**src/rtl/serial_adder_sched.sv**
```systemverilog
// serial_adder_sched: round-robin arbiter that shares one serial adder
// between NREQ requesters, drives its start handshake and times out on done.
module serial_adder_sched #(
    parameter int NREQ = 4,
    parameter int IW   = 2,
    parameter int TMO  = 64
) (
    input  logic            clk,
    input  logic            rst,
    input  logic [NREQ-1:0] req,
    input  logic            adder_done,
    output logic            adder_start,
    output logic [NREQ-1:0] gnt,
    output logic [IW-1:0]   gnt_idx,
    output logic [NREQ-1:0] ack,
    output logic            err,
    output logic            busy
);
    localparam int CW = $clog2(TMO + 1);

    typedef enum logic [2:0] {
        IDLE, GRANT, START, WAIT_LO, WAIT_HI, ACK, ERR
    } state_t;

    state_t          state, state_nx;
    logic [IW-1:0]   ptr;
    logic [CW-1:0]   cnt;
    logic [IW-1:0]   win_idx;
    logic [IW-1:0]   cand;
    logic            win_vld;
    logic            tmo_hit;
    logic            start_d;
    logic            err_d;
    logic            busy_d;
    logic [NREQ-1:0] gnt_d;
    logic [NREQ-1:0] ack_d;
    logic [IW-1:0]   idx_d;

    // Scan starts just after the last served requester
    always_comb begin
        win_idx = '0;
        win_vld = 1'b0;
        cand    = '0;
        for (int i = 1; i <= NREQ; i++) begin
            cand = IW'((int'(ptr) + i) % NREQ);
            if (!win_vld && req[cand]) begin
                win_vld = 1'b1;
                win_idx = cand;
            end
        end
    end

    // >= so an exit to WAIT_HI on the last count still times out next cycle
    assign tmo_hit = (cnt >= CW'(TMO - 1));

    always_ff @(posedge clk) begin
        if (!rst) begin
            state       <= IDLE;
            ptr         <= IW'(NREQ - 1);
            cnt         <= '0;
            adder_start <= 1'b0;
            gnt         <= '0;
            gnt_idx     <= '0;
            ack         <= '0;
            err         <= 1'b0;
            busy        <= 1'b0;
        end else begin
            state       <= state_nx;
            adder_start <= start_d;
            gnt         <= gnt_d;
            gnt_idx     <= idx_d;
            ack         <= ack_d;
            err         <= err_d;
            busy        <= busy_d;
            if (state == ACK || state == ERR)
                ptr <= gnt_idx;
            if (state_nx == WAIT_LO && state != WAIT_LO)
                cnt <= '0;
            else if (state == WAIT_LO || state == WAIT_HI)
                cnt <= cnt + CW'(1);
        end
    end

    always_comb begin
        state_nx = state;
        unique case (state)
            IDLE:    if (win_vld && adder_done) state_nx = GRANT;
            GRANT:   state_nx = START;
            START:   state_nx = WAIT_LO;
            WAIT_LO: begin
                if (!adder_done)  state_nx = WAIT_HI;
                else if (tmo_hit) state_nx = ERR;
            end
            WAIT_HI: begin
                if (adder_done)   state_nx = ACK;
                else if (tmo_hit) state_nx = ERR;
            end
            ACK:     state_nx = IDLE;
            ERR:     state_nx = IDLE;
            default: state_nx = IDLE;
        endcase
    end

    // Outputs are decoded from the next state and registered
    always_comb begin
        start_d = 1'b0;
        err_d   = 1'b0;
        ack_d   = '0;
        gnt_d   = gnt;
        idx_d   = gnt_idx;
        busy_d  = busy;
        unique case (state_nx)
            IDLE: begin
                gnt_d  = '0;
                busy_d = 1'b0;
            end
            GRANT: begin
                gnt_d  = NREQ'(1) << win_idx;
                idx_d  = win_idx;
                busy_d = 1'b1;
            end
            START:   start_d = 1'b1;
            ACK:     ack_d   = gnt;
            ERR:     err_d   = 1'b1;
            default: ;
        endcase
    end
endmodule

```
**config.mk**
```make
export PLATFORM = sky130hd
export DESIGN_NAME = serial_adder_sched
export DESIGN_NICKNAME = d
export VERILOG_FILES = /design/src/rtl/serial_adder_sched.sv
export SDC_FILE = /design/constraint.sdc
export NUM_CORES = 1
export LEC_CHECK = 0
export BUFFER_PORTS_ARGS = -buffer_cell sky130_fd_sc_hd__buf_2
export CAP_MARGIN = 20
export CORE_MARGIN = 2
export CORE_UTILIZATION = 40
export CTS_BUF_LIST = sky130_fd_sc_hd__clkbuf_4 sky130_fd_sc_hd__clkbuf_8
export CTS_CLUSTER_DIAMETER = 50
export CTS_CLUSTER_SIZE = 25
export DETAILED_ROUTE_END_ITERATION = 16
export HOLD_SLACK_MARGIN = 0.15
export SYNTH_ARGS = -nofsm -noshare
export SYNTH_HDL_FRONTEND = slang
export SYNTH_SLANG_ARGS = --single-unit
export TNS_END_PERCENT = 10
```
**constraint.sdc**
```tcl
create_clock -name clk -period 2.6 [get_ports clk]
set_input_delay 0.13 -clock clk [delete_from_list [all_inputs] [get_ports clk]]
set_output_delay 0.13 -clock clk [all_outputs]
set_load 0.01 [all_outputs]
```
### Word level (Yosys, flattened, before mapping)

Cells that the tools add are included.
Widths: inputs -> output; s select.

| word-level totals | value |
|---|---|
| register bits | 25 |
| bits in latches | 0 |
| RAM bits | 0 |
| bits in read-only memories | 0 |
| input bits | 7 |
| output and inout port bits | 13 |
| word-level logic and storage cells | 73 |
| memories kept | 0 |

| operators by class | value |
|---|---|
| add/sub/neg operators | 5 |
| multiply operators | 0 |
| divide/modulo/power cells | 0 |
| $lt $le $gt $ge | 5 |
| eq/ne operators | 12 |
| shifts and indexed selects | 1 |
| multiplexer cells | 25 |
| bitwise logic cells | 1 |
| reduce and logical (&&, ||, !) cells | 15 |

Operators by type and width:

| kind | number |
|---|---|
| $eq 3x3->1 const B | 5 |
| $pmux 3 s5 | 1 |
| $eq 3x2->1 const B | 4 |
| $lt 2x3->1 const B | 4 |
| $mux 3 | 4 |
| $mux 1 | 10 |
| $bmux 1 s2 | 4 |
| $mux 2 | 4 |
| $pmux 4 s2 | 1 |
| $add 7x1->7 const B | 1 |
| $ge 7x6->1 const B | 1 |
| $eq 3x1->1 const B | 2 |
| $logic_not 3->1 | 2 |
| $logic_and 1x1->1 | 5 |
| $add 2x1->2 const B | 2 |
| $add 2x2->2 const B | 2 |
| $shl 1x2->4 const A | 1 |
| $logic_not 1->1 | 3 |
| $ne 3x2->1 const B | 1 |
| $logic_or 1x1->1 | 2 |
| $pmux 1 s2 | 1 |
| $reduce_and 2->1 | 1 |
| $reduce_bool 2->1 | 1 |
| $reduce_or 2->1 | 1 |
| $not 1->1 | 1 |

### Logic depth before layout (Yosys ltp)

| logic depth | value |
|---|---|
| depth after elaboration | 19 |
| gate-level depth with buffers | 6 |
| mapped depth without buffers | 5 |

### Least setup slack after synthesis

OpenSTA, ideal clock, no wires.

| timing | value |
|---|---|
| kind | flip-flop to flip-flop |
| start point | register cnt[0] |
| end point | register adder_start |
| library setup time | 87 ps |
| arrival | 1348 ps |
| path slack | 1165 ps |
| cell stages (with the launch flop) | 6 |
| path buffers | 0 |
| cell sequence | dfxtp_1 ha_1 a21oi_1 or2_2 a41oi_1 nor4b_2 |

| on the way | value |
|---|---|
| word-level cells in the longest chain between the ends | 6 |
| elaborated cells on any way between the ends | 7 |

Ends and longest elaborated chain:

| what | RTL line | RTL |
|---|---|---|
| start, declared | 27 | `logic [CW-1:0] cnt;` |
| start signal, assigned | 80 | `cnt <= cnt + CW'(1);` |
| $ge 7x6->1 * | 54 | `assign tmo_hit = (cnt >= CW'(TMO - 1));` |
| $mux 3 * | 92, 96 |  |
| $mux 3 (on tied branches) | 95, 91 |  |
| $pmux 3 s5 * | 86 | `unique case (state)` |
| $eq 3x2->1 * | 112 | `unique case (state_nx)` |
| $mux 1 * | 112 |  |
| end signal, assigned | 69 | `adder_start <= start_d;` |
| end, declared | 12 | `output logic adder_start,` |

Mark *: on every way between the ends. The rest lies on a longest branch, timed or not.
A chain may end at the register's enable or synchronous reset.

### Worst setup path in the final report

| timing | value |
|---|---|
| start point | register state[2] |
| end point | register ack[1] |

| on the way | value |
|---|---|
| word-level cells in the longest chain between the ends | 5 |
| elaborated cells on any way between the ends | 12 |

Ends and longest elaborated chain:

| what | RTL line | RTL |
|---|---|---|
| start, declared | 25 | `state_t state, state_nx;` |
| start signal, assigned | 68 | `state <= state_nx;` |
| $mux 3 | 92, 96 |  |
| $mux 3 (on tied branches) | 95, 91 |  |
| $pmux 3 s5 * | 86 |  |
| $eq 3x3->1 * | 112 |  |
| $reduce_and 2->1 (no line) * | -- |  |
| end signal, assigned | 72 | `ack <= ack_d;` |
| end, declared | 15 | `output logic [NREQ-1:0] ack,` |

Marked as above.

==> results.py <==
metrics = {
    "status": {
        "status": "finished with violations",
        "violations": "design-rule violations",
    },
    "grt": {
        "grt_max_degree": 14,
        "grt_antenna_before_repair": 0,
        "groute.usage.overall": 0.147,
        "overflow": 0,
        "grt_pass1_vias": 906,
        "grt_pass1_wl_um": 3950,
    },
    "sta": {
        "fmax_ghz": 0.560,
        "slew_violations": 0,
        "fin_tns_setup_ns": 0,
        "timing.final.ws_setup_ns": 0.815,
        "slew_headroom": 0.649,
        "rsz0062_at_grt": "no",
        "finalCriticalPeriod_ns": 1.78,
        "worst_pin_slew_ns": 0.520,
        "clock_skew_ns": 0.00109,
        "setup_viol_count_final": 0,
        "min_period_over_period": 0.686,
        "timing.final.hold_violations": 0,
    },
    "clocking": {
        "clockBufferDepth": 2,
        "cts_tree": "yes",
        "path_clk_slew_ns": 0.12,
        "cts-buffers-inserted": 3,
        "cts_max_level": 1,
        "clk_latency_ns": 0.31,
        "cts_root_buf": "clkbuf_4",
        "clkSinkCount": 25,
        "postCtsSetupBuffers": 0,
    },
    "placement": {
        "post-place-ws_ns": 0.811,
        "hpwl_um": 1790,
        "place_area_um2": 1300,
        "globalplace.congestion": 0.805,
        "portBuffers": 19,
    },
    "synth": {
        "synth-edff-count": 0,
        "avgSynthCellArea_um2": 9.60,
        "post-synth-top-area-cell": "dfxtp_1",
        "yosys-top-cells-area": "dfxtp_1 42%, xor2_1 5.1%, nor2_1 5.0%",
        "syn_inst": 125,
        "async_reset_ff_frac": 0,
        "synthesis.nets": 133,
        "synthFlopType": "dfxtp_1",
        "synth_top_area_share": 0.417,
        "synth.distinct_cells": 42,
        "ys_warn_count": 0,
        "synth_area_um2": 1200,
        "synthTopCellsByCount": "25 x dfxtp_1, 16 x nor2_1, 7 x xor2_1, 5 x o21ai_0",
        "yosys.cell_count.top_type": "dfxtp_1",
        "ys_seq_area_frac": 0.417,
        "ys_ff_latch": 25,
    },
    "route": {
        "wirelength_um": 2310,
        "dr.first_iter.drc_count": 30,
        "wl_per_cell_um": 13.1,
        "vias_per_cell": 5.49,
        "vias": 966,
        "post-route-drc-count": 4,
        "ant_nets": 0,
        "firstDrtPassIters": 10,
    },
    "hold_path": {
        "hp-start": "req[2]",
        "min_to": "gnt_idx[0]",
        "holdCritPathClass": "input port to register",
        "whs_path_depth": 3,
    },
    "floorplanning": {
        "coreArea_um2": 2810,
        "fp.dieArea_um2": 3450,
        "std_cell_rows": 19,
        "die_h_um": 58.8,
        "io-pin-count": 20,
        "dieWidth_um": 58.8,
        "start_util": 0.428,
    },
    "critical_path": {
        "crit_start": "state[2]",
        "critPathLaunchType": "register",
        "critPathKind": "register to register",
        "cp_max_fo": 13,
        "reg2reg_to": "ack[1]",
        "r2r-start": "state[2]",
        "crit_required_ns": 2.80,
        "cp_data_arrival_time_ns": 1.99,
        "rrSetupSlack_ns": 0.82,
        "cp-end-kind": "register",
        "reg2reg_depth": 4,
    },
    "pwr": {
        "ir_drop_v": 0.000280,
        "power_density_nw_per_um2": 529,
        "p_leak_nw": 0.551,
    },
    "final_layout": {
        "antenna_cells": 0,
        "layout-drive-gt1-share": 0.234,
        "fillers": 276,
        "nNetsFinal": 154,
        "stdcell_area_um2": 1340,
        "syn2layout_area_growth_pct": 11.4,
    },
    "run": {
        "cap_violations": 0,
    },
}
-- critical path: stages, from the launching register on --
cell,delay [ns]
dfxtp_1,0.61
nor3b_2,0.46
o21a_1,0.21
nand2_2,0.10
nor4b_1,0.31
-- what timing repair did --
action                    in CTS  in global routing
gates resized for setup        0                  0
hold buffers                   1                  0
hold endpoints to repair       3                  0
-- state kept, by name (all words and copies together) (netlist names) --
name,cells
cnt,7
busy,1
err,1
gnt_idx,2
ack,4
ptr,2
state,3
adder_start,1
gnt,4
-- final cells by class --
class / instances / area (um2) / share of cell area
flip-flops and latches: 25 / 500 / 0.375
clock buffers: 4 / 30.0 / 0.0225
well taps: 31 / 38.8 / 0.0290
repair buffers: 20 / 105 / 0.0787
multi-input cells: 93 / 651 / 0.487
inverters: 3 / 11.3 / 0.00843
-- logic make-up (layout without fill, tap and decap cells) --
| group | count (synthesis) | count (layout) | synth area share |
|---|---|---|---|
| multiplexers | 1 | 1 | 0.00834 |
| adder cells (fa/ha/maj) | 1 | 1 | 0.0104 |
| AO/OA/AOI/OAI | 28 | 28 | 0.175 |
| buffers and inverters | 7 | 27 | 0.0407 |
| AND/OR/NAND/NOR | 55 | 55 | 0.290 |
| XOR/XNOR | 8 | 8 | 0.0584 |
| flip-flops | 25 | 25 | 0.417 |
-- layout by cell type (no fill, tap or decap), types with 3 or more instances in the layout --
cell | Yosys | layout
dfxtp_1 | 25 | 25
buf_2 | 0 | 19
nor2_1 | 16 | 16
xor2_1 | 7 | 7
o21ai_0 | 5 | 5
nand2b_1 | 4 | 4
nor2b_1 | 4 | 4
a22o_1 | 4 | 4
a21oi_1 | 4 | 4
nor4b_1 | 4 | 4
nand2_1 | 4 | 4
nand3_1 | 4 | 4
o2111ai_1 | 4 | 4
clkbuf_4 | 0 | 4
inv_1 | 3 | 3
and3_1 | 3 | 3
-- how the worst max path moves through the flow --
stage / to / slack (ns) / cells past startpoint
global route: ack[1] / 0.66 / 4
detailed placement: ack[1] / 0.81 / 4
CTS: ack[1] / 0.77 / 4
global placement: ack[1] / 0.92 / 4
finish: ack[1] / 0.82 / 4
floorplan: adder_start / 1.16 / 5
-- per-stage QoR --
| stage | cells | hold slack, ns | utilization | total power, mW |
|---|---|---|---|---|
| 2_1_floorplan | 125 | 0.202 | - | 0.512 |
| 3_3_place_gp | 171 | 0.391 | 0.462 | 0.538 |
| 3_5_place_dp | 171 | 0.389 | 0.462 | 0.539 |
| 4_1_cts | 176 | 0.284 | 0.476 | 0.717 |
| 5_1_grt | 176 | 0.301 | 0.476 | 0.748 |
| 6_report | 176 | 0.301 | 0.476 | 0.706 |
-- layer usage --
layer | vias to the layer above | GRT usage | wire, um
li1 | 504 | - | -
met1 | 446 | 0.176 | 1050
met2 | 14 | 0.267 | 1160
met3 | 2 | 0.0396 | 81
met4 | 0 | 0.0195 | 10
met5 | - | 0 | 0
-- where the power goes --
group	switching (mW)	internal, mW	leakage [nW]
registers	0.0196	0.398	0.203
logic	0.0633	0.0495	0.330
clock network	0.105	0.0703	0.0184
total	0.188	0.518	0.551
No activity file was read; power rests on OpenSTA's default activity.
